## src/rtl/apb_cmd_master.sv

```systemverilog
// rtl/apb_cmd_master.sv - APB3 requester turning single valid/ready register commands into APB transfers
//
// Purpose:
//   Accepts one register command at a time from a host/sequencer, runs it as
//   an APB3 SETUP + ACCESS transfer toward a slave such as apb_uart_top, and
//   returns exactly one response per command. A wait-state watchdog aborts
//   a transfer whose slave never raises PREADY.
//
// Ports:
//   PCLK, PRESET          clock (rising edge) and synchronous active-high reset
//   cmd_valid/cmd_ready   command handshake; cmd_ready is high exactly in IDLE
//   cmd_write/addr/wdata  command fields, latched on acceptance
//   rsp_valid/rsp_ready   response handshake; fields held while stalled
//   rsp_rdata             read data (0 for writes and timeouts)
//   rsp_err               PSLVERR seen in the completing cycle, or timeout
//   rsp_timeout           transfer aborted by the watchdog
//   PSELx/PENABLE/PWRITE/PADDR/PWDATA   APB request outputs (registered)
//   PRDATA/PREADY/PSLVERR               APB completion inputs
//
// Parameters:
//   ADDR_W, DATA_W        address / data widths
//   TIMEOUT_CYCLES        ACCESS cycles allowed before abort; 0 disables it

module apb_cmd_master #(
  parameter int ADDR_W         = 4,
  parameter int DATA_W         = 8,
  parameter int TIMEOUT_CYCLES = 16
) (
  input  logic              PCLK,
  input  logic              PRESET,
  input  logic              cmd_valid,
  output logic              cmd_ready,
  input  logic              cmd_write,
  input  logic [ADDR_W-1:0] cmd_addr,
  input  logic [DATA_W-1:0] cmd_wdata,
  output logic              rsp_valid,
  input  logic              rsp_ready,
  output logic [DATA_W-1:0] rsp_rdata,
  output logic              rsp_err,
  output logic              rsp_timeout,
  output logic              PSELx,
  output logic              PENABLE,
  output logic              PWRITE,
  output logic [ADDR_W-1:0] PADDR,
  output logic [DATA_W-1:0] PWDATA,
  input  logic [DATA_W-1:0] PRDATA,
  input  logic              PREADY,
  input  logic              PSLVERR
);

  // The counter must be able to hold TIMEOUT_CYCLES itself, since the abort
  // fires when the count of PREADY-low ACCESS cycles reaches that value.
  localparam int CNT_W = (TIMEOUT_CYCLES < 2) ? 1 : $clog2(TIMEOUT_CYCLES + 1);
  localparam logic [CNT_W-1:0] TMO_VAL = CNT_W'(TIMEOUT_CYCLES);
  localparam bit WDOG_EN = (TIMEOUT_CYCLES != 0);

  typedef enum logic [1:0] {
    ST_IDLE,
    ST_SETUP,
    ST_ACCESS,
    ST_RESP
  } state_t;

  state_t            state, state_n;
  logic [CNT_W-1:0]  wait_cnt, wait_cnt_n;

  logic              psel_n, penable_n, pwrite_n;
  logic [ADDR_W-1:0] paddr_n;
  logic [DATA_W-1:0] pwdata_n;
  logic              rsp_valid_n, rsp_err_n, rsp_timeout_n;
  logic [DATA_W-1:0] rsp_rdata_n;

  // Only combinational output: the block is free exactly when idle, which
  // also guarantees a single outstanding transfer.
  assign cmd_ready = (state == ST_IDLE);

  always_comb begin
    state_n       = state;
    wait_cnt_n    = wait_cnt;
    psel_n        = PSELx;
    penable_n     = PENABLE;
    pwrite_n      = PWRITE;
    paddr_n       = PADDR;
    pwdata_n      = PWDATA;
    rsp_valid_n   = rsp_valid;
    rsp_rdata_n   = rsp_rdata;
    rsp_err_n     = rsp_err;
    rsp_timeout_n = rsp_timeout;

    case (state)
      ST_IDLE: begin
        if (cmd_valid) begin
          // The APB request registers double as the command latch; they stay
          // put until the next accepted command.
          state_n   = ST_SETUP;
          psel_n    = 1'b1;
          penable_n = 1'b0;
          pwrite_n  = cmd_write;
          paddr_n   = cmd_addr;
          pwdata_n  = cmd_wdata;
        end
      end

      ST_SETUP: begin
        // PREADY is deliberately not looked at here.
        state_n    = ST_ACCESS;
        penable_n  = 1'b1;
        wait_cnt_n = CNT_W'(1);
      end

      ST_ACCESS: begin
        if (PREADY) begin
          state_n       = ST_RESP;
          psel_n        = 1'b0;
          penable_n     = 1'b0;
          pwrite_n      = 1'b0;
          rsp_valid_n   = 1'b1;
          rsp_rdata_n   = PWRITE ? '0 : PRDATA;
          rsp_err_n     = PSLVERR;
          rsp_timeout_n = 1'b0;
        end else if (WDOG_EN && (wait_cnt == TMO_VAL)) begin
          state_n       = ST_RESP;
          psel_n        = 1'b0;
          penable_n     = 1'b0;
          pwrite_n      = 1'b0;
          rsp_valid_n   = 1'b1;
          rsp_rdata_n   = '0;
          rsp_err_n     = 1'b1;
          rsp_timeout_n = 1'b1;
        end else if (wait_cnt != {CNT_W{1'b1}}) begin
          // Saturate so a disabled watchdog never wraps back to a small count.
          wait_cnt_n = wait_cnt + CNT_W'(1);
        end
      end

      ST_RESP: begin
        if (rsp_ready) begin
          state_n     = ST_IDLE;
          rsp_valid_n = 1'b0;
        end
      end

      default: begin
        state_n = ST_IDLE;
      end
    endcase
  end

  always_ff @(posedge PCLK) begin
    if (PRESET) begin
      state       <= ST_IDLE;
      wait_cnt    <= '0;
      PSELx       <= 1'b0;
      PENABLE     <= 1'b0;
      PWRITE      <= 1'b0;
      PADDR       <= '0;
      PWDATA      <= '0;
      rsp_valid   <= 1'b0;
      rsp_rdata   <= '0;
      rsp_err     <= 1'b0;
      rsp_timeout <= 1'b0;
    end else begin
      state       <= state_n;
      wait_cnt    <= wait_cnt_n;
      PSELx       <= psel_n;
      PENABLE     <= penable_n;
      PWRITE      <= pwrite_n;
      PADDR       <= paddr_n;
      PWDATA      <= pwdata_n;
      rsp_valid   <= rsp_valid_n;
      rsp_rdata   <= rsp_rdata_n;
      rsp_err     <= rsp_err_n;
      rsp_timeout <= rsp_timeout_n;
    end
  end

endmodule

```

## config.mk

```make
export PLATFORM = sky130hd
export DESIGN_NAME = apb_cmd_master
export DESIGN_NICKNAME = d
export VERILOG_FILES = /design/src/rtl/apb_cmd_master.sv
export SDC_FILE = /design/constraint.sdc
export NUM_CORES = 1
export LEC_CHECK = 0
export CAP_MARGIN = 0
export CORE_ASPECT_RATIO = 0.7
export CORE_MARGIN = 3
export CORE_UTILIZATION = 45
export CTS_BUF_LIST = sky130_fd_sc_hd__clkbuf_4 sky130_fd_sc_hd__clkbuf_8
export CTS_CLUSTER_SIZE = 30
export DETAILED_ROUTE_END_ITERATION = 16
export DONT_BUFFER_PORTS = 1
export GPL_TIMING_DRIVEN = 0
export PLACE_DENSITY_LB_ADDON = 0.3
export REMOVE_ABC_BUFFERS = 1
export SETUP_SLACK_MARGIN = 0.1
export SLEW_MARGIN = 0
export SYNTH_ARGS = -nofsm -noshare
export SYNTH_HDL_FRONTEND = slang
export SYNTH_SLANG_ARGS = --single-unit
```

## constraint.sdc

```tcl
create_clock -name PCLK -period 2.3 [get_ports PCLK]
set_input_delay 0.23 -clock PCLK [delete_from_list [all_inputs] [get_ports PCLK]]
set_output_delay 0.23 -clock PCLK [all_outputs]
set_load 0.005 [all_outputs]
```

---- Yosys cells after proc, flatten, opt, wreduce, memory -nomap -nowiden ----
Cells that the tools add are included.
word-level totals
  bits in registers ....................... 33
  bits in latches ......................... 0
  RAM bits ................................ 0
  ROM bits ................................ 0
  memories ................................ 0
cells by class
  add/sub/neg operators ................... 1
  multiply operators ...................... 0
  divide/modulo/power cells ............... 0
  $lt $le $gt $ge ......................... 0
  equality and inequality tests ........... 11
  shift operators ......................... 0
  muxes and demuxes ....................... 26
  bitwise operators ....................... 0
  reduce and logical (&&, ||, !) cells .... 13
operator list
  cell                   count
  $mux W8                3
  $mux W5                3
  $reduce_and A3 Y1      4
  $mux W1                10
  $ne A2 B2 Y1 const B   5
  $pmux W5 S2            1
  $mux W2                4
  $pmux W2 S4            1
  $reduce_bool A2 Y1     4
  $pmux W1 S2            3
  $add A5 B1 Y5 const B  1
  $eq A5 B5 Y1 const B   1
  $ne A5 B5 Y1 const B   1
  $eq A2 B2 Y1 const B   2
  $reduce_and A2 Y1      2
  $reduce_and A4 Y1      1
  $ne A3 B3 Y1 const B   1
  $pmux W1 S3            1
  $reduce_bool A3 Y1     1
  $eq A2 B1 Y1 const B   1
  $logic_not A2 Y1       1

---- Depth between registers and ports, before layout ----
  depth in word-level cells ............... 5
  depth in mapped cells ................... 6
  depth with buffers taken out ............ 6

---- Least setup slack after synthesis ----
Ideal clock, no wire load.
  path type ............................... register -> register
  start ................................... register wait_cnt[0]
  end ..................................... register wait_cnt[2]
  library setup time ...................... 0.060 ns
  arrival time ............................ 1.621 ns
  data required time ...................... 2.240 ns
  slack ................................... 0.619 ns
  stages on the path, launching flop included .. 7
  period minus slack after synthesis ...... 1.681 ns
  cells stage by stage .................... dfxtp_1 -> ha_1 -> and3_1 -> ha_1 -> or3b_4 -> nor4_2 -> a311o_1
on the way
  word-level cells in the longest chain between the ends .. 5
  elaborated cells between the ends (all ways) .. 10
ends and longest elaborated chain
  item                    line  RTL
  from (decl)             65    logic [CNT_W-1:0] wait_cnt, wait_cnt_n;
  from (signal assigned)  164   wait_cnt <= wait_cnt_n;
  $add A5 B1 Y5           132   wait_cnt_n = wait_cnt + CNT_W'(1);
  $mux W5                 130   end else if (wait_cnt != {CNT_W{1'b1}}) begin
  $mux W5                 121   end else if (WDOG_EN && (wait_cnt == TMO_VAL)) begin
  $mux W5                 112   if (PREADY) begin
  $pmux W5 S2             90    case (state)
Several ways; a longest one is shown, not always the timed one. The select of a mux whose other input is x is not followed.
A chain may end at the register's enable or synchronous reset.

---- Final worst setup path ----
Ends and elaborated chain as after synthesis.

==> flow_summary.ini <==
[die]
die_w_um = 74.5
die_area_mm2 = 0.00402
io_pins = 54
core_area_mm2 = 0.00296
die_h_um = 53.9
start_util = 0.499
rows = 16

[cells_and_area]
area_delta_synth_final_pct = 6.27
layout.nets = 188
diodes = 0
drive_above_1_share = 0.155
fin_cells = 191
final_cell_mix = 33 x dfxtp_1, 33 x nand2_1, 14 x a21oi_1
utilization = 0.530
design_area_mm2 = 0.00157

[setup_path]
path_buf_inv = 0
critPathMaxFanout = 4
critPathKind = reg2reg
crit_chain = ha_1, and3_1, ha_1, nor3b_2, nand2_1, a311o_1
start_kind = flop
crit_path_end_kind = flop
cp_slowest_cell = a311o_1
cp_common_cell = ha_1
rr_startpoint = wait_cnt[0]
cp_data_required_time_ps = 2460
path_delay_family = simple AND/OR/NAND/NOR gates
arrival_ps = 2020
cp-startpoint = wait_cnt[0]
max_stage_delay_ps = 350

[sta]
maxSlewHeadroom = 0.638
fin_setup_tns_ps = 0
finalHoldViolations = 0
fmax_ghz = 0.538
timing.hold.ws_ps = 14.4
worst_pin_slew_ps = 541
fin_crit_sh = 0.808
setup_violations = 0
layout_setup_ws_ps = 443
slew_violations = 0
clock-skew-final_ps = 7.35
min_period_ps = 1860
rsz0062_at_grt = no

[yosys]
yosysWarningCount = 0
syn-instance-count = 154
synth_cell_types = 40
syn_area_mm2 = 0.00148
synth_enable_flop_cells = 0
ys_seq_elements = 33
avgSynthCellArea_um2 = 9.60
synthArstFlopShare = 0
synthFlopType = dfxtp_1
yosysSeqAreaShare = 0.447

[placed_design]
dp_hpwl_mm = 2.42
place_ws_ps = 493
gp_congestion = 0.747
portBuffers = 0
dpl.cell_count = 183
placed_cell_area_mm2 = 0.00148

[clock_tree]
cts_tree = built
root_buffer = clkbuf_8
cts.clk_slew.worst_paths_ps = 70
clock-sinks = 33
htreeDepth = 2
ctsHoldBuffers = 0
clkLatencyLatePin_ps = 280
cts_buffer_depth = 2
cts_resized = 0
cts_setup_buffers = 0
cts_buffers = 5

[route]
routed_wirelength_mm = 3.26
via_per_inst = 5.97
drc = 0
firstDrtPassIters = 4
post_drt_wl_per_cell_um = 17.1
final_antenna_net_count = 0
num_vias = 1141
drtIter0Drc = 83

[power]
p_per_area_mw_per_mm2 = 1050
swShare = 0.343
total_power_mw = 1.65
p_clk_frac = 0.254
combPwrFrac = 0.286
p_sw_uw = 568
internal-power_mw = 1.09
power_frac_seq = 0.460
worst_ir_drop_vdd_mv = 0.578
p_leak_nw = 0.601

[global_routing]
grt_pass1_vias = 1043
antenna_found_initial = 0
met1_usage = 0.202
grt_use_total = 0.162
grt_overflow = 0
grt_max_degree = 25
top_usage_layer = met2
grt_util_met3 = 0.0597
use_met2 = 0.268
grt_pass1_wl_mm = 4.88

[flow_run]
max_cap_violations = 0

[hold_path]
hp-class = in2reg
min-delay-start = PRESET

[run_status]
status = completed
metal layers:
layer,wire length (um),share of wire
met3,239,0.073
met5,0,0
met1,1430,0.44
met2,1570,0.48
met4,23,0.0070
power by group through the flow:
stage	Combinational, mW	Sequential, mW	Clock, mW
finish	0.474	0.761	0.420
floorplan	0.368	0.749	0
global placement	0.434	0.767	0
global route	0.526	0.773	0.457
CTS	0.471	0.762	0.431
detailed placement	0.470	0.773	0
Yosys cell counts (2+ instances only):
master,instances,area share
a31o_2,2,0.012
inv_1,7,0.018
a211oi_1,2,0.010
a32o_1,8,0.054
mux2_2,2,0.015
clkbuf_1,2,0.0051
mux2i_1,2,0.014
ha_1,7,0.059
buf_2,4,0.014
a211oi_2,3,0.025
a21oi_1,14,0.047
nor2b_1,4,0.017
and4_1,2,0.012
dfxtp_1,33,0.45
o211a_1,2,0.014
nand2_1,33,0.084
nor2_1,4,0.010
registers in the layout, indices dropped and copies added (netlist names), 2 cells and up:
signal     flops
PADDR          4
wait_cnt       5
state          2
PWDATA         8
rsp_rdata      8
logic make-up after synthesis:
| family | Yosys count | synth area share |
|---|---|---|
| buf+inv | 14 | 0.0440 |
| mux | 4 | 0.0288 |
| simple gates | 60 | 0.230 |
| fa+ha+maj | 7 | 0.0593 |
| flops | 33 | 0.447 |
| compound gates | 36 | 0.191 |
path summary, 6_finish.rpt:
path / end / cells past startpoint / slack [ps]
setup / recovery: wait_cnt[2] / 6 / 440
hold / removal: rsp_valid / 1 / 10
setup reg to reg: wait_cnt[2] / 6 / 440
hold reg to reg: PADDR[2] / 2 / 470
area by class of cell:
class,instances,area (um2)
multi-input cells,107,752
flip-flops and latches,33,661
well taps,36,45.0
fillers,276,1390
clock inverters,2,10.0
clock buffers,6,76.3
inverters,7,26.3
worst register-to-register path, cell delays in order (launching register included):
cell and delay (ps):
dfxtp_1 340, ha_1 250, and3_1 200, ha_1 200, nor3b_2 250, nand2_1 160
a311o_1 350
Note: power is estimated with default switching activity, not from simulation.
==> edit 1 (same settings) <==
`PADDR`, `PWDATA` and `rsp_rdata` no longer have a reset.
--- a/src/rtl/apb_cmd_master.sv
+++ b/src/rtl/apb_cmd_master.sv
@@ -155,6 +155,3 @@
       PWRITE      <= 1'b0;
-      PADDR       <= '0;
-      PWDATA      <= '0;
       rsp_valid   <= 1'b0;
-      rsp_rdata   <= '0;
       rsp_err     <= 1'b0;
@@ -167,6 +164,3 @@
       PWRITE      <= pwrite_n;
-      PADDR       <= paddr_n;
-      PWDATA      <= pwdata_n;
       rsp_valid   <= rsp_valid_n;
-      rsp_rdata   <= rsp_rdata_n;
       rsp_err     <= rsp_err_n;
@@ -176,2 +170,8 @@
 
+  always_ff @(posedge PCLK) begin
+    PADDR     <= paddr_n;
+    PWDATA    <= pwdata_n;
+    rsp_rdata <= rsp_rdata_n;
+  end
+
 endmodule
Check against the original RTL: not equivalent (Yosys sat finds a counterexample within 4 cycles, from zero or initial values and one cycle with PRESET high).
==> edit 1 against the unedited design <==
Design area fell by 3.3%; sequential cell count did not move; power fell by 9.8%; via count fell by 25%; routed wire length fell by 20%; utilization fell by 0.31 points; worst setup slack got worse by 0.15 ns; area after synthesis fell by 5.7%; largest cell class is now registers.
==> edit 1: results (changes against the unedited design) <==
CP max-delay cell or3_1; sequential share of the synthesized area 61.8% (+17 points); register-to-register setup slack 0.30 ns (-0.15 ns); fraction of area in multi-input gates 32.8% (-15 points); post-layout net count 153 (-19%); Antenna Cells 0 (unchanged); placed inst area 0.00142 mm² (-4.3%); GR Util All Layers 14.5% (-1.7 points); via count 859 (-25%); share of layout cells above drive strength 1 10.0% (-5.5 points); critical path peak fanout 8 (+4); worst skew pair latency 0.28 ns (about the same); synth unique cells 27 (-33%); HPWL Detailed 1.97 mm (-19%); CP peak stage delay 0.54 ns (+0.19 ns); fin util 52.7% (-0.31 points); Signal buffers 1 (+1); placer congestion estimate 0.754 (+0.83%); Post-synth top cells edfxtp_1 (20), dfxtp_1 (13), and2_1 (12); H-tree lvl count 2 (unchanged); period utilisation layout 87.2% (+6.4 points); FILL cells 274 (-0.72%); multi-input gates 73 (-32%); Slew @ Worst Pin 0.558 ns (+0.0174 ns); EDFF count, synth 20 (+20); run status completed; P_leak 0.563 nW (-6.4%); initial DRC count 21 (-75%); Routed Wire Length 2.62 mm (-20%); Final clock-cell share 5.68% (+0.19 points); Non-clock buffers, area share 0.659% (+0.66 points); Clock Skew 0.00207 ns (-0.00528 ns); Max-Cap Viols 0 (unchanged); dpl ws 0.239 ns (-0.254 ns); Non-clk invs 5 (-2); Max Buffers Root-to-Sink 2 (unchanged); largest net degree at the start of global routing 14 (-44%); first-pass GRT wire length 3.98 mm (-18%); vias in the first global route 817 (-22%); worst vdd ir 572 µV (-0.97%)
[edit 1: cell types whose count changed after synthesis, sizes merged, moves of 5 or more]
| cell | delta |
|---|---|
| a211oi | -5 |
| a21oi | -6 |
| a32o | -8 |
| and2 | +11 |
| dfxtp | -20 |
| edfxtp | +20 |
| nand2 | -29 |
[edit 1: where the power goes]
group / leakage [nW] / internal [mW] / switching (mW) / total [mW]
Combinational: 0.225 / 0.110 / 0.174 / 0.284
Sequential: 0.294 / 0.738 / 0.0612 / 0.799
Clock: 0.0439 / 0.208 / 0.200 / 0.409
Total: 0.563 / 1.06 / 0.436 / 1.49
[edit 1: final timing paths]
check              start  cells after the start          end
max          wait_cnt[0]                      6  wait_cnt[2]
min               PRESET                      1       PWRITE
max reg2reg  wait_cnt[0]                      6  wait_cnt[2]
min reg2reg    rsp_valid                      2    rsp_valid
[edit 1: what timing repair did]
item                       CTS  global route
hold endpoints to repair     0             2
gates resized for setup      0             1
setup endpoints to repair    0             1
hold buffers                 0             1
[edit 1: metal layers]
metal / wire [µm] / GRT usage (%) / part of all wire (%) / vias up
met1: 1150 / 16.6 / 44 / 399
met4: 37 / 7.36 / 1.4 / 0
met2: 1200 / 22.0 / 46 / 35
met3: 244 / 7.66 / 9.3 / 7
li1: - / - / - / 418
met5: 0 / 0 / 0 / -
[edit 1: cells by family after synthesis]
family          Yosys count  synth area share (%)
fa+ha+maj                 7                  6.28
compound gates           20                  8.44
mux                       5                  3.59
simple gates             41                  17.2
flops                    33                  61.8
buf+inv                   8                  2.69
[edit 1: per-stage QoR]
step	cells	total power, mW	hold slack (ns)
2_1_floorplan	111	1.01	0.299
3_3_place_gp	147	1.07	0.303
3_5_place_dp	147	1.10	0.304
4_1_cts	155	1.51	0.00413
5_1_grt	156	1.59	0.000627
6_report	156	1.49	0.0120
==> edit 2 (same flow settings) <==
Made on the original files. `DATA_W`: 8 -> 9.
--- a/src/rtl/apb_cmd_master.sv
+++ b/src/rtl/apb_cmd_master.sv
@@ -25,3 +25,3 @@
   parameter int ADDR_W         = 4,
-  parameter int DATA_W         = 8,
+  parameter int DATA_W         = 9,
   parameter int TIMEOUT_CYCLES = 16
Ports: changed (resized PRDATA, PWDATA, cmd_wdata and rsp_rdata); port bits go from 54 to 58. No check against the original RTL was run, so the function may have changed too.
==> edit 2 against the unedited design <==
Design area is 9.0% higher; die area is 5.9% higher; sequential cell count is 2 higher; area after synthesis is 6.5% higher; routed wire length is 3.5% higher; power is 15% higher; worst setup slack worse by 0.22 ns; via count is 5.2% higher; critical endpoint is now wait_cnt[3].
==> edit 2: results (changes against the unedited design) <==
largest registers PWDATA: 9 flops, rsp_rdata: 9 flops, wait_cnt: 5 flops; Worst-path clk slew 0.07 ns (about the same); Mapped Area 0.00157 mm² (+6.5%); run status completed; worst hold-check path type in2reg; P_leak 0.627 nW (+4.2%); Antenna Cells 0 (unchanged); worst r2r path cells 5 (-1); first-pass GRT wire length 5.58 mm (+14%); ranking of synthesized cells by area dfxtp_1 (45%), nand2_1 (8.1%), a21oi_1 (6.0%); H-tree lvl count 2 (unchanged); HPWL Detailed 2.41 mm (-0.37%); initial DRC count 83 (unchanged); vias in the first global route 1268 (+22%); placer congestion estimate 0.787 (+5.3%); worst vdd ir 589 µV (+1.9%); post-DR wirelength/cell 15.6 µm (-8.5%); post-layout net count 204 (+8.5%); GR Util All Layers 16.0% (-0.15 points); critical path peak fanout 18 (+14); DRT Pass-1 Iters 4 (unchanged); Max Buffers Root-to-Sink 2 (unchanged); Num CTS Buffers 5 (unchanged); largest net degree at the start of global routing 26 (+4.0%); Post-synth top cells dfxtp_1 (35), nand2_1 (34), a21oi_1 (19); synth unique cells 38 (-5.0%); worst skew pair latency 0.28 ns (about the same); Critical Path AT 2.23 ns (+0.21 ns); TritonCTS clock tree yes; Max-slew headroom 54.1% (-9.6 points); WHS Path Cells 1 (unchanged); ys async rst share 0% (unchanged); Synth warnings 0 (unchanged); share of layout cells above drive strength 1 8.88% (-6.6 points); Clock Skew 0.00587 ns (-0.00148 ns); CTS root buffer clkbuf_8; Vias/cell 5.56 (-7.0%); # port buffers 0 (unchanged); sequential share of the synthesized area 44.5% (-0.19 points); dpl ws 0.264 ns (-0.229 ns); antenna violations before repair 0 (unchanged)
## edit 2: layout make-up
| type | instances | area, µm² |
|---|---|---|
| clock buffer | 6 | 82.6 |
| clock inverter | 2 | 35.0 |
| fill | 308 | 1540 |
| inverter | 9 | 33.8 |
| multi-input combinational | 115 | 781 |
| sequential | 35 | 701 |
| tap | 47 | 58.8 |
| timing repair buffer | 2 | 20.0 |
## edit 2: report_power, final
part	leakage (nW)	internal [mW]	switching (mW)
clock network	0.0612	0.350	0.209
logic	0.280	0.215	0.315
registers	0.285	0.720	0.0978
## edit 2: layer usage
layer	global-route usage [%]	share of wire, %
met1	18.0	45
met2	26.8	47
met3	7.17	7.6
met4	5.94	0.89
met5	0	0
## edit 2: worst paths after layout
check           start     endpoint  slack [ns]
max          state[0]  wait_cnt[3]        0.23
max reg2reg  state[0]  wait_cnt[3]        0.23
min            PRESET    PWDATA[7]        0.01
min reg2reg   rsp_err      rsp_err        0.47
## edit 2: kinds of logic (layout without fill, tap and decap cells)
group,after synthesis,in the layout,share of synthesized area [%]
flip-flops,35,35,44.5
buffers and inverters,20,19,5.88
AND/OR/NAND/NOR,57,57,18.7
AO/OA/AOI/OAI,49,49,24.1
adder cells (fa/ha/maj),7,7,5.56
multiplexers,2,2,1.27
## edit 2: metrics by stage
stage	area (µm²)	total power, mW	cells	hold slack (ns)	utilization (%)
CTS	1690	1.92	214	0.000738	52.0
global placement	1570	1.33	206	0.303	48.4
global route	1710	2.04	216	0.000993	52.6
floorplan	1520	1.23	159	0.299	-
detailed placement	1570	1.35	206	0.304	48.4
finish	1710	1.91	216	0.0144	52.6
## edit 2: worst max-delay path: stages, from the launching register on
cell	delay, ns
dfxtp_1	0.34
inv_1	0.08
ha_1	0.60
or3b_1	0.55
o31ai_2	0.27
a311oi_1	0.11
## edit 2: repair_timing
item | 4_1_cts | 5_1_grt
hold endpoints to repair | 0 | 9
hold buffers | 0 | 2
gates resized for setup | 0 | 0
setup buffers | 0 | 0
